## src/rtl/wisc_pkg.sv

```systemverilog
`default_nettype none
// ============================================================================
//  Package  : wisc_pkg
//  Purpose  : Shared opcode, condition-code and flag-index constants for the
//             ALU result stage, plus helpers that classify opcodes by which
//             condition flags they update.
//  Revision : 1.0  initial release
// ============================================================================
package wisc_pkg;

  // ALU opcodes. Any opcode with bit OP_MEM_MSB set is memory, branch or
  // load-immediate and never touches the flags.
  localparam logic [3:0] OP_ADD    = 4'b0000;
  localparam logic [3:0] OP_SUB    = 4'b0001;
  localparam logic [3:0] OP_XOR    = 4'b0010;
  localparam logic [3:0] OP_RED    = 4'b0011;
  localparam logic [3:0] OP_SLL    = 4'b0100;
  localparam logic [3:0] OP_SRA    = 4'b0101;
  localparam logic [3:0] OP_ROR    = 4'b0110;
  localparam logic [3:0] OP_PADDSB = 4'b0111;
  localparam int         OP_MEM_MSB = 3;

  // Branch condition codes.
  localparam logic [2:0] CC_NE     = 3'b000;
  localparam logic [2:0] CC_EQ     = 3'b001;
  localparam logic [2:0] CC_GT     = 3'b010;
  localparam logic [2:0] CC_LT     = 3'b011;
  localparam logic [2:0] CC_GE     = 3'b100;
  localparam logic [2:0] CC_LE     = 3'b101;
  localparam logic [2:0] CC_OV     = 3'b110;
  localparam logic [2:0] CC_ALWAYS = 3'b111;

  // Bit positions inside the packed flag register.
  localparam int FLG_Z     = 2;
  localparam int FLG_V     = 1;
  localparam int FLG_N     = 0;
  localparam int NUM_FLAGS = 3;

  // ADD/SUB refresh the full Z/V/N set.
  function automatic logic sets_all_flags(input logic [3:0] op);
    return (op == OP_ADD) || (op == OP_SUB);
  endfunction

  // Logic and shift ops refresh Z only; ADD/SUB refresh it as well.
  function automatic logic sets_z_flag(input logic [3:0] op);
    return sets_all_flags(op) || (op == OP_XOR) || (op == OP_SLL) ||
           (op == OP_SRA) || (op == OP_ROR);
  endfunction

endpackage
`default_nettype wire

```

## src/rtl/flag_unit.sv

```systemverilog
`default_nettype none
// ============================================================================
//  Module   : flag_unit
//  Purpose  : Holds the committed Z/V/N condition flags, updates them per
//             opcode class on accepted beats, and evaluates the branch
//             condition combinationally from the committed flags.
//  Ports    : clk, rst        clock / synchronous active-high reset
//             accept          beat accepted this cycle (valid, no stall/flush)
//             op              opcode of the presented instruction
//             sum             saturated ALU result
//             ovfl            adder overflow indication
//             cond            branch condition code
//             flag_z/v/n      committed flags
//             br_taken        condition result from committed flags
//  Revision : 1.0  initial release
// ============================================================================
module flag_unit
  import wisc_pkg::*;
#(
  parameter int WIDTH = 16
) (
  input  logic             clk,
  input  logic             rst,
  input  logic             accept,
  input  logic [3:0]       op,
  input  logic [WIDTH-1:0] sum,
  input  logic             ovfl,
  input  logic [2:0]       cond,
  output logic             flag_z,
  output logic             flag_v,
  output logic             flag_n,
  output logic             br_taken
);

  logic [NUM_FLAGS-1:0] flags;
  logic                 upd_all;
  logic                 upd_z;

  always_comb begin
    upd_all = accept & sets_all_flags(op);
    upd_z   = accept & sets_z_flag(op);
  end

  always_ff @(posedge clk) begin
    if (rst) begin
      flags <= '0;
    end else begin
      if (upd_z) begin
        flags[FLG_Z] <= (sum == '0);
      end
      if (upd_all) begin
        flags[FLG_V] <= ovfl;
        flags[FLG_N] <= sum[WIDTH-1];
      end
    end
  end

  assign flag_z = flags[FLG_Z];
  assign flag_v = flags[FLG_V];
  assign flag_n = flags[FLG_N];

  // Only committed flags feed the mux, so a branch issued alongside a
  // flag-setting op sees the previous flags.
  always_comb begin
    br_taken = 1'b1;
    case (cond)
      CC_NE:   br_taken = ~flag_z;
      CC_EQ:   br_taken = flag_z;
      CC_GT:   br_taken = ~flag_z & ~flag_n;
      CC_LT:   br_taken = flag_n;
      CC_GE:   br_taken = flag_z | (~flag_z & ~flag_n);
      CC_LE:   br_taken = flag_n | flag_z;
      CC_OV:   br_taken = flag_v;
      default: br_taken = 1'b1;
    endcase
  end

endmodule
`default_nettype wire

```

## src/rtl/alu_result_stage.sv

```systemverilog
`default_nettype none
// ============================================================================
//  Module   : alu_result_stage
//  Purpose  : EX/MEM result register behind the saturating add/sub unit.
//             Captures result, opcode and valid on accepted beats and hosts
//             the condition-flag unit that drives branch resolution.
//  Ports    : clk, rst        clock / synchronous active-high reset
//             valid_in        instruction result presented
//             op_in           opcode of presented instruction
//             sum_in          already-saturated ALU result
//             ovfl_in         adder overflow (ADD/SUB only)
//             stall           hold all state
//             flush           squash presented instruction
//             cond_in         branch condition code
//             result_q/op_q/valid_q   registered pipeline outputs
//             flag_z/v/n      committed flags
//             br_taken        combinational branch decision
//  Revision : 1.0  initial release
// ============================================================================
module alu_result_stage
  import wisc_pkg::*;
#(
  parameter int WIDTH = 16
) (
  input  logic             clk,
  input  logic             rst,
  input  logic             valid_in,
  input  logic [3:0]       op_in,
  input  logic [WIDTH-1:0] sum_in,
  input  logic             ovfl_in,
  input  logic             stall,
  input  logic             flush,
  input  logic [2:0]       cond_in,
  output logic [WIDTH-1:0] result_q,
  output logic             valid_q,
  output logic [3:0]       op_q,
  output logic             flag_z,
  output logic             flag_v,
  output logic             flag_n,
  output logic             br_taken
);

  logic accept;

  assign accept = valid_in & ~stall & ~flush;

  // Result and opcode only load on accepted beats; on squashed or empty
  // cycles they keep the last committed values, which downstream ignores
  // because valid_q is low.
  always_ff @(posedge clk) begin
    if (rst) begin
      result_q <= '0;
      op_q     <= '0;
      valid_q  <= 1'b0;
    end else if (!stall) begin
      valid_q <= accept;
      if (accept) begin
        result_q <= sum_in;
        op_q     <= op_in;
      end
    end
  end

  flag_unit #(
    .WIDTH (WIDTH)
  ) u_flag_unit (
    .clk      (clk),
    .rst      (rst),
    .accept   (accept),
    .op       (op_in),
    .sum      (sum_in),
    .ovfl     (ovfl_in),
    .cond     (cond_in),
    .flag_z   (flag_z),
    .flag_v   (flag_v),
    .flag_n   (flag_n),
    .br_taken (br_taken)
  );

endmodule
`default_nettype wire

```

## config.mk

```make
export PLATFORM = sky130hd
export DESIGN_NAME = alu_result_stage
export DESIGN_NICKNAME = d
export VERILOG_FILES = /design/src/rtl/wisc_pkg.sv /design/src/rtl/flag_unit.sv /design/src/rtl/alu_result_stage.sv
export SDC_FILE = /design/constraint.sdc
export NUM_CORES = 1
export LEC_CHECK = 0
export ABC_AREA = 1
export BUFFER_PORTS_ARGS = -buffer_cell sky130_fd_sc_hd__buf_2
export CAP_MARGIN = 40
export CORE_UTILIZATION = 40
export DETAILED_ROUTE_END_ITERATION = 8
export PLACE_DENSITY = 0.7
export SLEW_MARGIN = 10
export SYNTH_ARGS = -nofsm -noshare
export SYNTH_HDL_FRONTEND = slang
export SYNTH_SLANG_ARGS = --single-unit
```

## constraint.sdc

```tcl
create_clock -name clk -period 2.08 [get_ports clk]
set_input_delay 0.104 -clock clk [delete_from_list [all_inputs] [get_ports clk]]
set_output_delay 0.104 -clock clk [all_outputs]
set_load 0.01 [all_outputs]
```

==> results.txt <==
total die area - 0.00279 mm²
final period utilization - 66.5%
Post-CTS Hold Fix Bufs - 0
grt met3 use - 3.77%
Root Buffer - clkbuf_4
WL/cell - 10.9 µm
unrepaired setup endpoints after global routing - no
Initial Util - 42.0%
Slew Limit Fails - 0
largest net degree at the start of global routing - 26
largest family of logic cells by synthesized area - simple AND/OR/NAND/NOR gates
H-tree depth - 1
power per cell area - 606 mW/mm²
crit end category - output port
drt via density - 4.71
synth unique cells - 17
FMAX - 723 MHz
CTS buffer count - 3
Most Crowded Layer GR - met2
Synth Area in Adders - 0%
drt drc - 0
Layout area overhead - 27.4%
global-route wire length before repair - 3870 µm
Relative slew margins - 64.6%
Ys Warns - 0
nets - 228
row cnt - 18
multi-input logic area - 460 µm²
pre-CTS setup slack - 0.790 ns
syn avg cell area - 7.07 µm²
Ports - 54
Syn Nets - 175
post-route setup slack - 0.696 ns
Die Span X - 52.8 µm
Total GRT Usage - 19.2%
drt first pass iters - 4
post-layout instance area - 0.00132 mm²
met2 Resource Use GR - 33.3%
outcome - completed
post-synthesis mux area share - 0%
Synth Area in Compound Gates - 13.6%
Leak - 0.655 nW
Reg2Reg Setup Slack - 1.39 ns
Hold/Removal Path Class - input port to register
GP Congestion - 0.760
clk sinks - 24
Die Y-Extent - 52.8 µm
antenna fix cells - 0
hpwl dp - 1890 µm
Synth top area share - 46.5%
Bufs on Longest Clock Path - 2
Critical Path AT - 1.28 ns
Vias - 1,069
Post-CTS Setup Repair Bufs - 0
I/O Buffers - 53
Max-Cap Viols - 0
Reg clk slew, reported paths - 0.12 ns
final setup violation count - 0
Clk Latency, worst-skew pair - 0.30 ns
highest net fanout along the worst path - 2
placed cell areas - 0.00129 mm²
CTS tree - yes
Cells after Synth - 146
CP Class - register to output port
setup tns final - 0 ns
vias in the first global route - 966
routed wire length - 2480 µm
synth top area cells - dfxtp_1 (47%), nand2_1 (18%), a21oi_1 (11%)
DR iter-0 viols - 20
fill count - 261
Worst VDD drop - 0.429 mV
Seq. cell area - 480 µm²
CP Data Required Time - 1.98 ns
Worst-Margin Slew - 0.529 ns
post-synthesis simple-gate area fraction - 31.0%
skew final - 0 ns
post_cts resized - 0
Synth Cell Area - 0.00103 mm²
Core ar. - 0.00245 mm²
#FFs+latches synth - 24
grt ovf - 0
Final Hold Viols - 0
global-route met1 utilization - 22.1%
ANT nets after route - 0
XOR/XNOR share of the synthesized area - 0%
initial antenna violation count - 0
Synth area leader - dfxtp_1
Final Critical Period - 1.38 ns
post-route core utilization - 53.6%
fraction of layout instances using a drive strength above 1 - 30.5%
crit start category - register
sequential share of the synthesized area - 46.5%
-- synth_stat cells (all sizes together) --
master and instances:
a21oi 23, buf 5, dfxtp 24, inv 13, nand2 50, nand3 1, nand3b 1, nand4 1
nor2 21, nor3 1, nor3b 1, o21ai 5
-- critical path: stages, from the launching register on --
cell     delay (ns)
dfxtp_1        0.34
inv_1          0.05
nor2_1         0.14
nor2_1         0.05
nor3b_1        0.20
nor2_1         0.06
buf_2          0.14
-- per-layer routing --
metal,wire length (µm),vias to the layer above,part of all wire [%]
li1,-,558,-
met1,1100,474,44
met2,1250,35,50
met3,120,2,4.8
met4,10,0,0.40
met5,0,-,0
-- state kept, by name (all words and copies together) (netlist names) --
| register | flops |
|---|---|
| valid_q | 1 |
| op_q | 4 |
| result_q | 16 |
| u_flag_unit.flags | 3 |
-- path summary, 6_finish.rpt --
check                       start            to  cells after the start
max          u_flag_unit.flags[0]      br_taken                      6
min                    sum_in[10]  result_q[10]                      3
max reg2reg               op_q[2]       op_q[2]                      2
min reg2reg               valid_q       valid_q                      2
-- layout by cell type (no fill, tap or decap) --
master / n
a21oi_1: 23
buf_2: 53
clkbuf_4: 3
dfxtp_1: 24
inv_1: 12
inv_2: 1
nand2_1: 49
nand2_2: 1
nand3_1: 1
nand3b_4: 1
nand4_1: 1
nor2_1: 20
nor2_4: 1
nor3_1: 1
nor3b_1: 1
o21ai_0: 5
-- metrics by stage --
step | hold WS, ns | cells | total power [mW]
floorplan | 0.247 | 146 | 0.557
global placement | 0.369 | 224 | 0.609
detailed placement | 0.376 | 224 | 0.614
CTS | 0.0385 | 227 | 0.804
global route | 0.0209 | 227 | 0.841
finish | 0.0467 | 227 | 0.797
-- final cells by class --
class                   count  area share, %
well taps                  30           2.85
repair buffers             53           20.2
multi-input cells         104           35.0
clock buffers               3           1.71
flip-flops and latches     24           36.5
inverters                  13           3.71
-- cell families (layout without fill, tap and decap cells) --
family / Yosys count / count (layout)
AND/OR/NAND/NOR: 76 / 76
AO/OA/AOI/OAI: 28 / 28
flip-flops: 24 / 24
buffers and inverters: 18 / 69
-- power by group --
group / switching, mW / internal [mW] / total, mW / leakage (nW)
clock: 0.126 / 0.0675 / 0.193 / 0.0138
combinational: 0.0698 / 0.0505 / 0.120 / 0.446
sequential: 0.00802 / 0.475 / 0.483 / 0.195
Note: power is estimated with default switching activity, not from simulation.
